**src/rtl/sprite_rom_arbiter.sv**
```systemverilog
`default_nettype none
// ============================================================================
//  Module   : sprite_rom_arbiter
//  Purpose  : Round-robin arbiter sharing one synchronous sprite ROM read
//             port among N_REQ pixel generators. At most one ROM read is
//             issued per clock. Each returned word is routed back to the
//             requester that issued it. The round-robin pointer returns to 0
//             on every frame start, so the grant order repeats each frame.
//  Ports    : clk         - pixel clock, rising edge
//             rst_n       - asynchronous active-low reset
//             frame_start - one-cycle pulse, clears the round-robin pointer
//             req         - per-requester request, held until granted
//             addr        - flattened request addresses, i at [i*ADDR_W +: ADDR_W]
//             gnt         - registered one-hot grant pulse
//             rom_en      - registered ROM read enable
//             rom_addr    - registered ROM address
//             rom_data    - ROM output word
//             rd_valid    - one-hot owner of the word on rd_data
//             rd_data     - registered copy of rom_data
//  Revision : 1.0 - initial release
// ============================================================================
module sprite_rom_arbiter #(
    parameter int N_REQ   = 4,
    parameter int ADDR_W  = 17,
    parameter int DATA_W  = 12,
    parameter int ROM_LAT = 1
) (
    input  logic                      clk,
    input  logic                      rst_n,
    input  logic                      frame_start,
    input  logic [N_REQ-1:0]          req,
    input  logic [N_REQ*ADDR_W-1:0]   addr,
    output logic [N_REQ-1:0]          gnt,
    output logic                      rom_en,
    output logic [ADDR_W-1:0]         rom_addr,
    input  logic [DATA_W-1:0]         rom_data,
    output logic [N_REQ-1:0]          rd_valid,
    output logic [DATA_W-1:0]         rd_data
);

    localparam int                 c_ptr_w    = (N_REQ > 1) ? $clog2(N_REQ) : 1;
    localparam logic [c_ptr_w-1:0] c_ptr_last = c_ptr_w'(N_REQ - 1);
    localparam logic [c_ptr_w:0]   c_ptr_lim  = (c_ptr_w + 1)'(N_REQ - 1);
    localparam logic [c_ptr_w:0]   c_n_req    = (c_ptr_w + 1)'(N_REQ);

    // Registered state
    logic [c_ptr_w-1:0] r_ptr;
    // r_tag[0] is the grant register itself; r_tag[ROM_LAT] lines up with
    // the cycle in which rom_data carries the word for that grant.
    logic [N_REQ-1:0]   r_tag [ROM_LAT+1];
    logic               r_rom_en;
    logic [ADDR_W-1:0]  r_rom_addr;
    logic [N_REQ-1:0]   r_rd_valid;
    logic [DATA_W-1:0]  r_rd_data;

    // Combinational arbitration
    logic [N_REQ-1:0]   w_elig;
    logic [N_REQ-1:0]   w_rot;
    logic               w_found;
    logic [c_ptr_w-1:0] w_off;
    logic [c_ptr_w:0]   w_sum;
    logic [c_ptr_w-1:0] w_win;
    logic [N_REQ-1:0]   w_win_onehot;
    logic [ADDR_W-1:0]  w_win_addr;
    logic [c_ptr_w-1:0] w_ptr_next;

    // The requester granted this cycle is masked so its held req is not
    // granted twice for the same address.
    assign w_elig = req & ~r_tag[0];

    // Rotate so that bit k corresponds to requester (ptr + k) mod N_REQ.
    assign w_rot = N_REQ'({w_elig, w_elig} >> r_ptr);

    // Lowest set bit of the rotated vector is the winner's distance from ptr.
    always_comb begin
        w_found = 1'b0;
        w_off   = '0;
        for (int k = N_REQ - 1; k >= 0; k--) begin
            if (w_rot[k]) begin
                w_found = 1'b1;
                w_off   = c_ptr_w'(k);
            end
        end
    end

    // Undo the rotation with an explicit wrap; N_REQ need not be a power of 2.
    always_comb begin
        w_sum = {1'b0, r_ptr} + {1'b0, w_off};
        if (w_sum > c_ptr_lim) begin
            w_sum = w_sum - c_n_req;
        end
        w_win = w_sum[c_ptr_w-1:0];
    end

    always_comb begin
        w_win_onehot = '0;
        w_win_addr   = '0;
        for (int i = 0; i < N_REQ; i++) begin
            if (w_win == c_ptr_w'(i)) begin
                w_win_onehot[i] = 1'b1;
                w_win_addr      = addr[i*ADDR_W +: ADDR_W];
            end
        end
    end

    assign w_ptr_next = (w_win == c_ptr_last) ? '0 : w_win + c_ptr_w'(1);

    always_ff @(posedge clk or negedge rst_n) begin
        if (!rst_n) begin
            r_ptr      <= '0;
            r_rom_en   <= 1'b0;
            r_rom_addr <= '0;
            r_rd_valid <= '0;
            r_rd_data  <= '0;
            for (int j = 0; j <= ROM_LAT; j++) begin
                r_tag[j] <= '0;
            end
        end else begin
            r_tag[0] <= w_found ? w_win_onehot : '0;
            for (int j = 1; j <= ROM_LAT; j++) begin
                r_tag[j] <= r_tag[j-1];
            end

            r_rom_en <= w_found;
            if (w_found) begin
                r_rom_addr <= w_win_addr;
            end

            // Frame start wins over the winner's pointer advance; the grant
            // on this edge has already been chosen from the old pointer.
            if (frame_start) begin
                r_ptr <= '0;
            end else if (w_found) begin
                r_ptr <= w_ptr_next;
            end

            r_rd_valid <= r_tag[ROM_LAT];
            if (|r_tag[ROM_LAT]) begin
                r_rd_data <= rom_data;
            end
        end
    end

    assign gnt      = r_tag[0];
    assign rom_en   = r_rom_en;
    assign rom_addr = r_rom_addr;
    assign rd_valid = r_rd_valid;
    assign rd_data  = r_rd_data;

endmodule
`default_nettype wire

```
**config.mk**
```make
export PLATFORM = sky130hd
export DESIGN_NAME = sprite_rom_arbiter
export DESIGN_NICKNAME = d
export VERILOG_FILES = /design/src/rtl/sprite_rom_arbiter.sv
export SDC_FILE = /design/constraint.sdc
export NUM_CORES = 1
export LEC_CHECK = 0
export BUFFER_PORTS_ARGS = -buffer_cell sky130_fd_sc_hd__buf_4
export CORE_AREA = 5 5 93 95
export DETAILED_ROUTE_END_ITERATION = 6
export DIE_AREA = 0 0 98 100
export SLEW_MARGIN = 20
export SYNTH_ARGS = -nofsm -noshare
export SYNTH_HDL_FRONTEND = slang
export SYNTH_SLANG_ARGS = --single-unit
export TNS_END_PERCENT = 5
```
**constraint.sdc**
```tcl
create_clock -name clk -period 3.6 [get_ports clk]
set_input_delay 0.36 -clock clk [delete_from_list [all_inputs] [get_ports clk]]
set_output_delay 0.36 -clock clk [all_outputs]
set_load 0.05 [all_outputs]
```
==> flow_summary.json <==
{
  "timing.final.crit_period_ns": 2.916,
  "synth_edf_count": 0,
  "slowest_stage_cell_on_the_critical_path": "dfrtp_1",
  "drive_above_1_share": 0.4461,
  "post_drt_wl_per_cell_um": 15.01,
  "register_area_sq_um": 1101,
  "multi_input_area_sq_um": 1032,
  "drcViolationCount": 0,
  "reg2reg_to": "rom_addr[8]",
  "worstPathCellList": "nor2b_1 -> nor3_1 -> a311oi_1 -> o21ai_0 -> ha_1 -> xnor2_1 -> ha_1 -> nor2b_1 -> buf_4 -> a221oi_1 -> nor3_1 -> a21oi_1 -> a21oi_1",
  "die_x_um": 98,
  "antenna_found_initial": 0,
  "synth_top_flop_cell": "dfrtp_1",
  "report.final.hold_viol_count": 0,
  "maxCapViolCount": 0,
  "post_cts_setup_repair_bufs": 0,
  "worstRegToRegCells": 13,
  "yosysSeqAreaShare": 0.4865,
  "worst_ep_required_time_ns": 3.82,
  "cts_tree": "built",
  "cp.arrival_ns": 3.14,
  "via_count_of_the_first_global_routing_pass": 2178,
  "timing.hold.worst.class": "input port to asynchronous set/reset pin",
  "reg2reg_from": "gnt[0]",
  "maxClockFrequency_mhz": 343.0,
  "grt_first_pass_wirelength_um": 10400,
  "pin_count_of_the_biggest_net_entering_global_routing": 45,
  "clock_tree.buffer_depth": 2,
  "synth_fp_nets": 321,
  "cell_taking_the_most_area_after_synthesis": "dfrtp_1",
  "grt.overflow.total": 0,
  "critPathKind": "flop to flop",
  "worst_margin_pin_slew_ns": 0.7803,
  "portbufs": 124,
  "number_of_distinct_library_cells_after_synthesis": 33,
  "worstSkewPairLatency_ns": 0.29,
  "run_status": "finished, final reports clean",
  "cts_hold_buffers": 0,
  "start_kind": "flop",
  "num_antenna_cells": 0,
  "via_count": 2154,
  "slew_headroom": 0.4785,
  "final.setup.tns_ns": 0,
  "final.period_utilization": 0.8099,
  "post_synth_inst_count": 229,
  "yosys_warnings": 0,
  "number_of_clock_sinks": 44,
  "die_area_sq_um": 9800,
  "setup-violations-final": 0,
  "timing.critical_path.to_type": "flop",
  "timing.clock.skew_ns": 0.008350,
  "ff2ff_setup_slack_ns": 0.68,
  "final_net_count": 435,
  "async_flop_share": 1.000,
  "dp_hpwl_um": 5089,
  "pwr_density_cell_nw_per_um2": 1236,
  "power.leakage_nw": 1.605,
  "floorplan.rows": 32,
  "clock_tree.htree_level_count": 2,
  "clock-root-buffer": "clkbuf_8",
  "post-route-worst-setup-slack_ns": 0.6844,
  "initialDrtViolationCount": 69,
  "placement.setup.worst_slack_ns": 0.6842,
  "layout.filler_cells": 776,
  "setup.worst_path.end": "rom_addr[8]",
  "most_common_library_cells_after_synthesis": "dfrtp_1, a21oi_1, nor2_1",
  "crit_path_start": "gnt[0]",
  "leading_post_synthesis_cells_by_cell_area": "dfrtp_1, a21oi_1, a221oi_1",
  "cts_made_buffers": 5,
  "initial_utilization": 0.2960,
  "clkTransAtPathRegs_ns": 0.09,
  "vias_per_cell": 4.840,
  "max-vdd-ir-drop_uv": 466.0,
  "core-area_sq_um": 7647,
  "grt_util_all_layers": 0.1305,
  "io_pins": 125,
  "fp.dieH_um": 100,
  "detail-route-antenna-nets": 0,
  "syn2layout_area_growth_pct": 49.03,
  "wirelength_um": 6681,
  "maxSlewViolCount": 0,
  "postSynthRegisterBits": 44,
  "detailedRoute.firstPassIterationCount": 4,
  "synth_top_area_share": 0.4865,
  "critPathMaxStageDelay_ns": 0.42,
  "post_cts.resized_instances": 0,
  "rsz0062_at_grt": "false",
  "critPathMaxFanout": 16,
  "post_synthesis_instance_area_sq_um": 2263,
  "routabilityCongestion": 0.7337,
  "post-synth-top-count-cell": "dfrtp_1",
  "post_synth.cell_area_avg_sq_um": 9.884
}
[flip-flops by register name, summed over array words and instances (netlist names)]
name / cells
rom_addr: 17
rd_data: 12
gnt: 4
r_tag: 4
rd_valid: 4
r_ptr: 2
rom_en: 1
[worst max-delay path, delay by kind of cell, from the launching register on]
family | cells | cell delay, ns
and+or+nand+nor | 4 | 0.79
AOI/OAI and AO/OA | 5 | 0.70
adders and majority gates | 2 | 0.45
DFF | 1 | 0.42
xor gates and xnor gates | 1 | 0.24
buffers and inverters | 1 | 0.23
[power by group]
group	switching, mW	internal, mW	total, mW
registers	0.135	0.744	0.879
clock network	0.168	0.273	0.441
logic	1.75	1.10	2.85
total	2.05	2.12	4.17
[metal layers]
layer,global-route usage,routed length (um),vias to the layer above
met5,0,0,-
met4,0.03195,78,0
met3,0.05768,714,8
met2,0.2152,3100,112
met1,0.1568,2789,995
li1,-,-,1039
[logic make-up (layout without fill, tap and decap cells)]
logic type / after synthesis / in the layout / share of synthesized area
AO/OA/AOI/OAI: 61 / 61 / 0.1741
XOR/XNOR: 2 / 2 / 0.007740
adder cells (fa/ha/maj): 5 / 5 / 0.02764
buffers and inverters: 25 / 139 / 0.05749
flip-flops: 44 / 44 / 0.4865
multiplexers: 13 / 13 / 0.06412
AND/OR/NAND/NOR: 79 / 79 / 0.1824
[layout by cell type (no fill, tap or decap), drive strengths merged]
cell,n
a211oi,1
a21oi,36
a221oi,16
a22oi,1
a311oi,1
a31oi,1
and2,4
buf,130
bufinv,2
clkbuf,5
dfrtp,44
ha,5
inv,2
mux2,12
mux2i,1
nand2,5
nand2b,3
nand3,1
nor2,23
nor2b,21
nor3,19
nor4,2
o21ai,3
o311a,1
o31ai,1
or3,1
xnor2,1
xor2,1
[stage by stage]
stage               cells  hold slack (ns)  power, mW  utilization  area, sq um
floorplan             229          0.06441      3.052            -         2263
global placement      438           0.3788      3.732       0.4242         3244
detailed placement    438           0.3853      3.782       0.4242         3244
CTS                   445          0.07753      4.234       0.4411         3373
global route          445           0.1111      4.474       0.4411         3373
finish                445          0.05718      4.168       0.4411         3373
[how the worst min path moves through the flow]
stage / slack (ns) / end / cells past startpoint
2_1_floorplan: 0.06 / gnt[0] / 0
3_3_place_gp: 0.38 / rd_valid[3] / 0
3_5_place_dp: 0.39 / rd_valid[0] / 0
4_1_cts: 0.08 / gnt[1] / 1
5_1_grt: 0.11 / r_ptr[1] / 1
6_report: 0.06 / r_ptr[0] / 1
[layout make-up]
class / count / share of cell area
Inverter: 2 / 0.002226
Sequential cell: 44 / 0.3264
Clock inverter: 2 / 0.01780
Tap cell: 102 / 0.03783
Clock buffer: 5 / 0.02040
Multi-Input combinational cell: 160 / 0.3060
Timing Repair Buffer: 130 / 0.2893
Note: power is estimated with default switching activity, not from simulation.
